`config.mk`:
```
export PLATFORM = sky130hd
export DESIGN_NAME = ud_sweep_ctrl
export DESIGN_NICKNAME = d
export VERILOG_FILES = /design/src/rtl/ud_sweep_ctrl.sv
export SDC_FILE = /design/constraint.sdc
export NUM_CORES = 1
export LEC_CHECK = 0
export CAP_MARGIN = 30
export CORE_ASPECT_RATIO = 1.1
export CORE_MARGIN = 2
export CORE_UTILIZATION = 56
export DETAILED_ROUTE_END_ITERATION = 10
export GPL_ROUTABILITY_DRIVEN = 0
export GPL_TIMING_DRIVEN = 0
export PLACE_DENSITY = 0.85
export SLEW_MARGIN = 20
export SYNTH_ARGS = -nofsm -noshare
export SYNTH_HDL_FRONTEND = slang
export SYNTH_SLANG_ARGS = --single-unit
```
`constraint.sdc`:
```
create_clock -name clk -period 4.47 [get_ports clk]
set_input_delay 0.6705 -clock clk [delete_from_list [all_inputs] [get_ports clk]]
set_output_delay 0.6705 -clock clk [all_outputs]
set_load 0.02 [all_outputs]
```
`src/rtl/ud_sweep_ctrl.sv`:
```
`default_nettype none
// ============================================================================
// Module   : ud_sweep_ctrl
// Brief    : Triangular lo/hi sweep sequencer for a W-bit up/down counter.
//            Optional window check enabled by UD_SWEEP_WINDOW_CHECK_EN.
// Revision : 1.0 - initial release
// ============================================================================
module ud_sweep_ctrl #(
  parameter int W       = 4,
  parameter int DWELL   = 3,
  parameter int NSWEEPS = 2
) (
  input  logic         clk,
  input  logic         rst,
  input  logic         start,
  input  logic         stop,
  input  logic [W-1:0] lo,
  input  logic [W-1:0] hi,
  input  logic [W-1:0] cnt_in,
  output logic         cnt_clr,
  output logic         cnt_en,
  output logic         ud,
  output logic         busy,
  output logic         done,
  output logic         abort,
  output logic         err,
  output logic         fault,
  output logic [7:0]   sweeps
);

  typedef enum logic [2:0] {
    S_IDLE     = 3'd0,
    S_CLEAR    = 3'd1,
    S_SEEK     = 3'd2,
    S_UP       = 3'd3,
    S_DWELL_HI = 3'd4,
    S_DOWN     = 3'd5,
    S_DWELL_LO = 3'd6,
    S_DONE     = 3'd7
  } state_t;

  // A zero dwell still spends the single entry cycle in the dwell state.
  localparam logic [3:0] c_dwell_load = (DWELL == 0) ? 4'd0 : 4'(DWELL - 1);
  localparam logic [7:0] c_nsweeps    = 8'(NSWEEPS);

  state_t       r_state;
  state_t       w_next;
  logic [W-1:0] r_lo;
  logic [W-1:0] r_hi;
  logic [3:0]   r_dwell;
  logic [7:0]   r_sweeps;
  logic         r_cnt_clr;
  logic         r_busy;
  logic         r_done;
  logic         r_abort;
  logic         r_err;
  logic         r_fault;

  logic         w_accept;
  logic         w_reject;
  logic         w_stop_hit;
  logic         w_fault_hit;
  logic         w_sweep_inc;
  logic         w_window_bad;
  logic         w_in_dwell;
  logic [7:0]   w_sweeps_nxt;

  assign w_sweeps_nxt = (r_sweeps == 8'hFF) ? r_sweeps : r_sweeps + 8'd1;
  assign w_in_dwell   = (r_state == S_DWELL_HI) || (r_state == S_DWELL_LO);

`ifdef UD_SWEEP_WINDOW_CHECK_EN
  assign w_window_bad = ((r_state == S_UP) || (r_state == S_DOWN) || w_in_dwell) &&
                        ((cnt_in < r_lo) || (cnt_in > r_hi));
`else
  assign w_window_bad = 1'b0;
`endif

  always_comb begin
    w_next      = r_state;
    cnt_en      = 1'b0;
    ud          = 1'b0;
    w_accept    = 1'b0;
    w_reject    = 1'b0;
    w_stop_hit  = 1'b0;
    w_fault_hit = 1'b0;
    w_sweep_inc = 1'b0;
    case (r_state)
      S_IDLE: begin
        if (start) begin
          if (lo < hi) begin
            w_accept = 1'b1;
            w_next   = S_CLEAR;
          end else begin
            w_reject = 1'b1;
          end
        end
      end
      S_CLEAR: w_next = S_SEEK;
      S_SEEK: begin
        ud     = 1'b1;
        cnt_en = (cnt_in != r_lo);
        if (cnt_in == r_lo) w_next = S_UP;
      end
      S_UP: begin
        ud     = 1'b1;
        cnt_en = (cnt_in != r_hi);
        if (cnt_in == r_hi) w_next = S_DWELL_HI;
      end
      S_DWELL_HI: begin
        if (r_dwell == 4'd0) w_next = S_DOWN;
      end
      S_DOWN: begin
        cnt_en = (cnt_in != r_lo);
        if (cnt_in == r_lo) begin
          w_sweep_inc = 1'b1;
          if ((c_nsweeps != 8'd0) && (w_sweeps_nxt == c_nsweeps)) w_next = S_DONE;
          else                                                    w_next = S_DWELL_LO;
        end
      end
      S_DWELL_LO: begin
        ud = 1'b1;
        if (r_dwell == 4'd0) w_next = S_UP;
      end
      S_DONE:  w_next = S_IDLE;
      default: w_next = S_IDLE;
    endcase

    // Abort paths override whatever the state decode chose.
    if (r_state != S_IDLE) begin
      if (stop) begin
        w_stop_hit  = 1'b1;
        w_next      = S_IDLE;
        cnt_en      = 1'b0;
        w_sweep_inc = 1'b0;
      end else if (w_window_bad) begin
        w_fault_hit = 1'b1;
        w_next      = S_IDLE;
        cnt_en      = 1'b0;
        w_sweep_inc = 1'b0;
      end
    end
  end

  always_ff @(posedge clk or posedge rst) begin
    if (rst) begin
      r_state   <= S_IDLE;
      r_lo      <= '0;
      r_hi      <= '0;
      r_dwell   <= 4'd0;
      r_sweeps  <= 8'd0;
      r_cnt_clr <= 1'b0;
      r_busy    <= 1'b0;
      r_done    <= 1'b0;
      r_abort   <= 1'b0;
      r_err     <= 1'b0;
      r_fault   <= 1'b0;
    end else begin
      r_state   <= w_next;
      r_cnt_clr <= (w_next == S_CLEAR);
      r_busy    <= (w_next != S_IDLE);
      r_done    <= (w_next == S_DONE);
      r_abort   <= w_stop_hit;
      r_err     <= w_reject;
      r_fault   <= w_fault_hit;

      if (w_accept) begin
        r_lo     <= lo;
        r_hi     <= hi;
        r_sweeps <= 8'd0;
      end else if (w_sweep_inc) begin
        r_sweeps <= w_sweeps_nxt;
      end

      if (((w_next == S_DWELL_HI) || (w_next == S_DWELL_LO)) && (w_next != r_state))
        r_dwell <= c_dwell_load;
      else if (w_in_dwell && (r_dwell != 4'd0))
        r_dwell <= r_dwell - 4'd1;
    end
  end

  assign cnt_clr = r_cnt_clr;
  assign busy    = r_busy;
  assign done    = r_done;
  assign abort   = r_abort;
  assign err     = r_err;
  assign fault   = r_fault;
  assign sweeps  = r_sweeps;

endmodule
`default_nettype wire

```
### Word level (Yosys, flattened, before mapping)

Cells that the tools add are included.

| operators by class | value |
|---|---|
| add/subtract/negate cells | 2 |
| order comparisons | 1 |
| eq/ne operators | 18 |
| mux-type cells | 32 |
| reduce and logical (&&, ||, !) cells | 13 |

Operators with widths:

| cell | number |
|---|---|
| $mux W3 | 9 |
| $mux W8 | 3 |
| $pmux W3 S8 | 1 |
| $eq A3 B3 Y1 const B | 7 |
| $mux W1 | 16 |
| $add A8 B1 Y8 const B | 1 |
| $eq A4 B4 Y1 | 2 |
| $eq A8 B2 Y1 const B | 1 |
| $eq A8 B8 Y1 const B | 1 |
| $mux W4 | 2 |
| $ne A4 B4 Y1 | 2 |
| $eq A3 B1 Y1 const B | 2 |
| $eq A3 B2 Y1 const B | 2 |
| $reduce_bool A3 Y1 | 2 |
| $logic_not A4 Y1 | 1 |
| $lt A4 B4 Y1 | 1 |
| $reduce_bool A2 Y1 | 2 |
| $reduce_bool A4 Y1 | 1 |
| $sub A4 B1 Y4 const B | 1 |
| $logic_not A3 Y1 | 1 |
| $ne A3 B3 Y1 | 1 |
| $reduce_or A3 Y1 | 1 |
| $logic_and A1 B1 Y1 | 2 |
| $logic_or A1 B1 Y1 | 2 |
| other kinds (2) | 2 |

| storage, ports and cells | value |
|---|---|
| bits in registers | 28 |
| bits of input ports | 16 |
| output and inout port bits | 16 |
| word-level logic and storage cells | 76 |

### Longest topological paths before layout

| depth | value |
|---|---|
| depth in word-level cells | 12 |
| mapped depth | 7 |
| mapped depth without buffers | 7 |

### Least setup slack after synthesis

Ideal clock, no wire load.

| timing | value |
|---|---|
| kind | input to output |
| from | input cnt_in[0] |
| to | output cnt_en |
| data arrival time | 1.614 ns |
| required time | 3.799 ns |
| setup slack | 2.185 ns |
| stages | 6 |
| buffers on the path | 1 |
| path through | xnor2_1 > and4_1 > clkbuf_1 > mux2i_1 > a21oi_1 > nor2_1 |

| between the ends | value |
|---|---|
| cells in the longest elaborated chain, start to end | 4 |
| elaborated cells on any way between the ends | 5 |

RTL lines:

| item | RTL line | text |
|---|---|---|
| from (decl) | 19 | `input logic [W-1:0] cnt_in,` |
| $ne A4 B4 Y1, on equally long branches | 101, 113, 106 |  |
| $pmux W1 S2 * | 87 | `case (r_state)` |
| $mux W1 | 130 | `if (stop) begin` |
| $mux W1 * | 129 | `if (r_state != S_IDLE) begin` |
| to (decl) | 21 | `output logic cnt_en,` |

Every way passes the cells marked *; elsewhere a longest branch is shown, timed or not.

### Worst setup path after layout

| timing | value |
|---|---|
| from | input cnt_in[2] |
| to | output cnt_en |

Same word-level chain as after synthesis.

==> key figures <==
Status
  – Status: completed

Detailed routing
  – Routed wire per std cell: 15.3 µm
  – Drt initial violations: 41
  – Post-DRT Antenna Nets: 0
  – Router iterations before antenna repair: 4
  – DRC: 0
  – Vias: 1,385
  – Vias/cell: 5.87
  – Total routed wirelength: 3.61 mm

Hold path
  – Hold Startpoint: r_hi[3]
  – Hold Path Depth: 1
  – Hold worst-path end: r_hi[3]
  – Hold crit path type: reg2reg

STA
  – Slew Viols, Final: 0
  – Fin crit period: 3.44 ns
  – Final setup violation count: 0
  – Setup TNS: 0 ns
  – Slew headroom: 60.2%
  – Final period utilization: 77.1%
  – Max Clk Rate: 290 MHz
  – Hold slack final: 0.558 ns
  – Unrepaired setup endpoints after global routing: false
  – Slew at the pin with the worst max-slew slack: 0.590 ns
  – Skew final: 0.00367 ns
  – Final hold violation count: 0

Setup path
  – Start point of the critical path: cnt_in[2]
  – Setup CP Type: in2out
  – Arrival @ worst endpoint: 2.77 ns
  – Reg-to-Reg Start: sweeps[0]
  – Crit Path Max Fanout: 7
  – Crit path launch type: input pin
  – Flop2flop setup slack: 2.46 ns
  – CP required: 3.80 ns
  – R2r worst-path depth: 6
  – Setup crit end kind: output port
  – FF-to-FF End: sweeps[3]

Die
  – Initial Utilization: 57.4%
  – Site row count: 21
  – Die height: 62.1 µm
  – Io pins: 32
  – Die area: 0.00353 mm²
  – Core ar.: 0.00300 mm²
  – Die width: 56.8 µm

GRT
  – Vias in the first global route: 1,407
  – Initial antenna violation count: 0
  – First-pass GRT wire length: 6.42 mm
  – GRT overflow: 0
  – Global Route Usage Sum: 22.6%
  – Largest net degree at the start of global routing: 16

Yosys
  – Sequential share of the synthesized area: 40.8%
  – Synth Area per Inst: 10.2 µm²
  – Synthesized area: 0.00172 mm²
  – Main synth FF type: dfrtp_1
  – Post-synth ARST share: 100%
  – Mapped Cells: 168
  – Net Count, Synth: 189
  – EDFF count, synth: 0
  – Yosys warning total: 0
  – Distinct cells, synth: 45
  – Yosys reg bits: 28

Clocking
  – CTS Hold Bufs: 0
  – Clock-pin slew of the registers on the worst-case setup and hold paths: 0.14 ns
  – CTS tree: yes
  – Clock root buffer master: clkbuf_4
  – Post-cts gate resize count: 0
  – CTS Buffer Depth: 2
  – Htree depth: 1
  – Clock sink count: 28
  – TritonCTS Buffers: 3
  – Post-CTS Setup Bufs: 0
  – Worst skew pair latency: 0.33 ns

Cells and area
  – N_diodes: 0
  – Finished Core Util: 70.1%
  – Area grow syn2layout: 22.1%
  – Share of cells above drive strength 1: 14.4%
  – FF/Latch Area: 701 µm²
  – Filler instances: 243
  – Multi-input gate area: 930 µm²
  – Final #Nets: 225

Placed design
  – Post-DP HPWL: 2.79 mm
  – # port buffers: 30

Power
  – Cell Pwr Density: 438 mW/mm²
  – Leak Pwr: 0.000888 µW
  – VDD IR-drop max: 0.000355 V

Run
  – Max_cap viols: 0
-- power by group --
part           switching (µW)  internal (µW)  total, µW
sequential               57.2            332        389
clock                    73.1           31.8        105
combinational             222            203        425
total                     352            566        919
-- kinds of logic after synthesis --
logic type	share of synthesized area [%]
simple gates	19.0
buf+inv	5.17
flops	40.8
other cells	0.218
compound gates	14.9
mux	9.68
fa+ha+maj	3.64
xor+xnor	6.62
-- worst max path at each step --
stage,slack (ns),cells after the start,end
after floorplan,2.19,6,cnt_en
after global placement,1.13,8,cnt_en
after detailed placement,1.06,8,cnt_en
after CTS,1.06,8,cnt_en
after global routing,0.91,8,cnt_en
final,1.03,8,cnt_en
-- metrics by stage --
stage | cells | setup WS [ns] | cell area [µm²] | power [µW]
2_1_floorplan | 168 | 2.19 | 1720 | 694
3_3_place_gp | 232 | 1.13 | 2060 | 789
3_5_place_dp | 233 | 1.06 | 2080 | 822
4_1_cts | 236 | 1.06 | 2100 | 926
5_1_grt | 236 | 0.908 | 2100 | 988
6_report | 236 | 1.03 | 2100 | 919
-- final cells by class --
cell class | count | share of cell area (%)
multi-input combinational | 122 | 44.3
sequential | 28 | 33.4
tap | 34 | 2.03
inverter | 10 | 1.79
buffer | 8 | 2.44
timing repair buffer | 31 | 15.0
clock buffer | 3 | 1.07
-- sequential cells by signal, indices dropped and copies added, names as in the netlist --
register  cells
r_hi          4
sweeps        8
r_lo          4
r_state       3
r_dwell       4
busy          1
err           1
cnt_clr       1
done          1
abort         1
-- worst max-delay path, stage by stage --
cell             delay, ns
clkdlybuf4s50_1       0.46
xnor2_1               0.24
and4_1                0.22
clkbuf_1              0.27
mux2i_1               0.14
a21oi_1               0.18
nor2_1                0.06
clkdlybuf4s50_1       0.54
-- layout by cell type, fill, tap and decap left out, drive strengths merged, types with 4 or more instances in the layout --
cell	n
a211oi	6
a21oi	9
buf	4
clkbuf	8
clkdlybuf4s50	30
dfrtp	28
ha	5
inv	10
mux2	10
mux2i	5
nand2	5
nand3	5
nand4	5
nor2	16
nor3	5
o21ai	4
xnor2	7
xor2	6
-- cells in the mapped netlist, drive strengths merged (5+ instances only) --
| cell | instances | area (µm²) |
|---|---|---|
| inv | 10 | 37.5 |
| ha | 5 | 62.6 |
| a211oi | 6 | 72.6 |
| mux2 | 10 | 116 |
| nand4 | 5 | 37.5 |
| mux2i | 5 | 50.1 |
| nor2 | 16 | 62.6 |
| nand3 | 5 | 25.0 |
| nand2 | 5 | 18.8 |
| nor3 | 5 | 30.0 |
| xnor2 | 7 | 61.3 |
| a21oi | 9 | 45.0 |
| xor2 | 6 | 52.6 |
| dfrtp | 28 | 701 |
| clkbuf | 5 | 21.3 |
-- per-layer routing --
| layer | GRT usage (%) | vias to the layer above | part of all wire (%) |
|---|---|---|---|
| met2 | 41.0 | 34 | 53 |
| li1 | - | 675 | - |
| met3 | 2.08 | 7 | 3.3 |
| met5 | 0 | - | 0 |
| met4 | 7.27 | 0 | 2.1 |
| met1 | 27.9 | 669 | 41 |
Note: power is estimated with default switching activity, not from simulation.
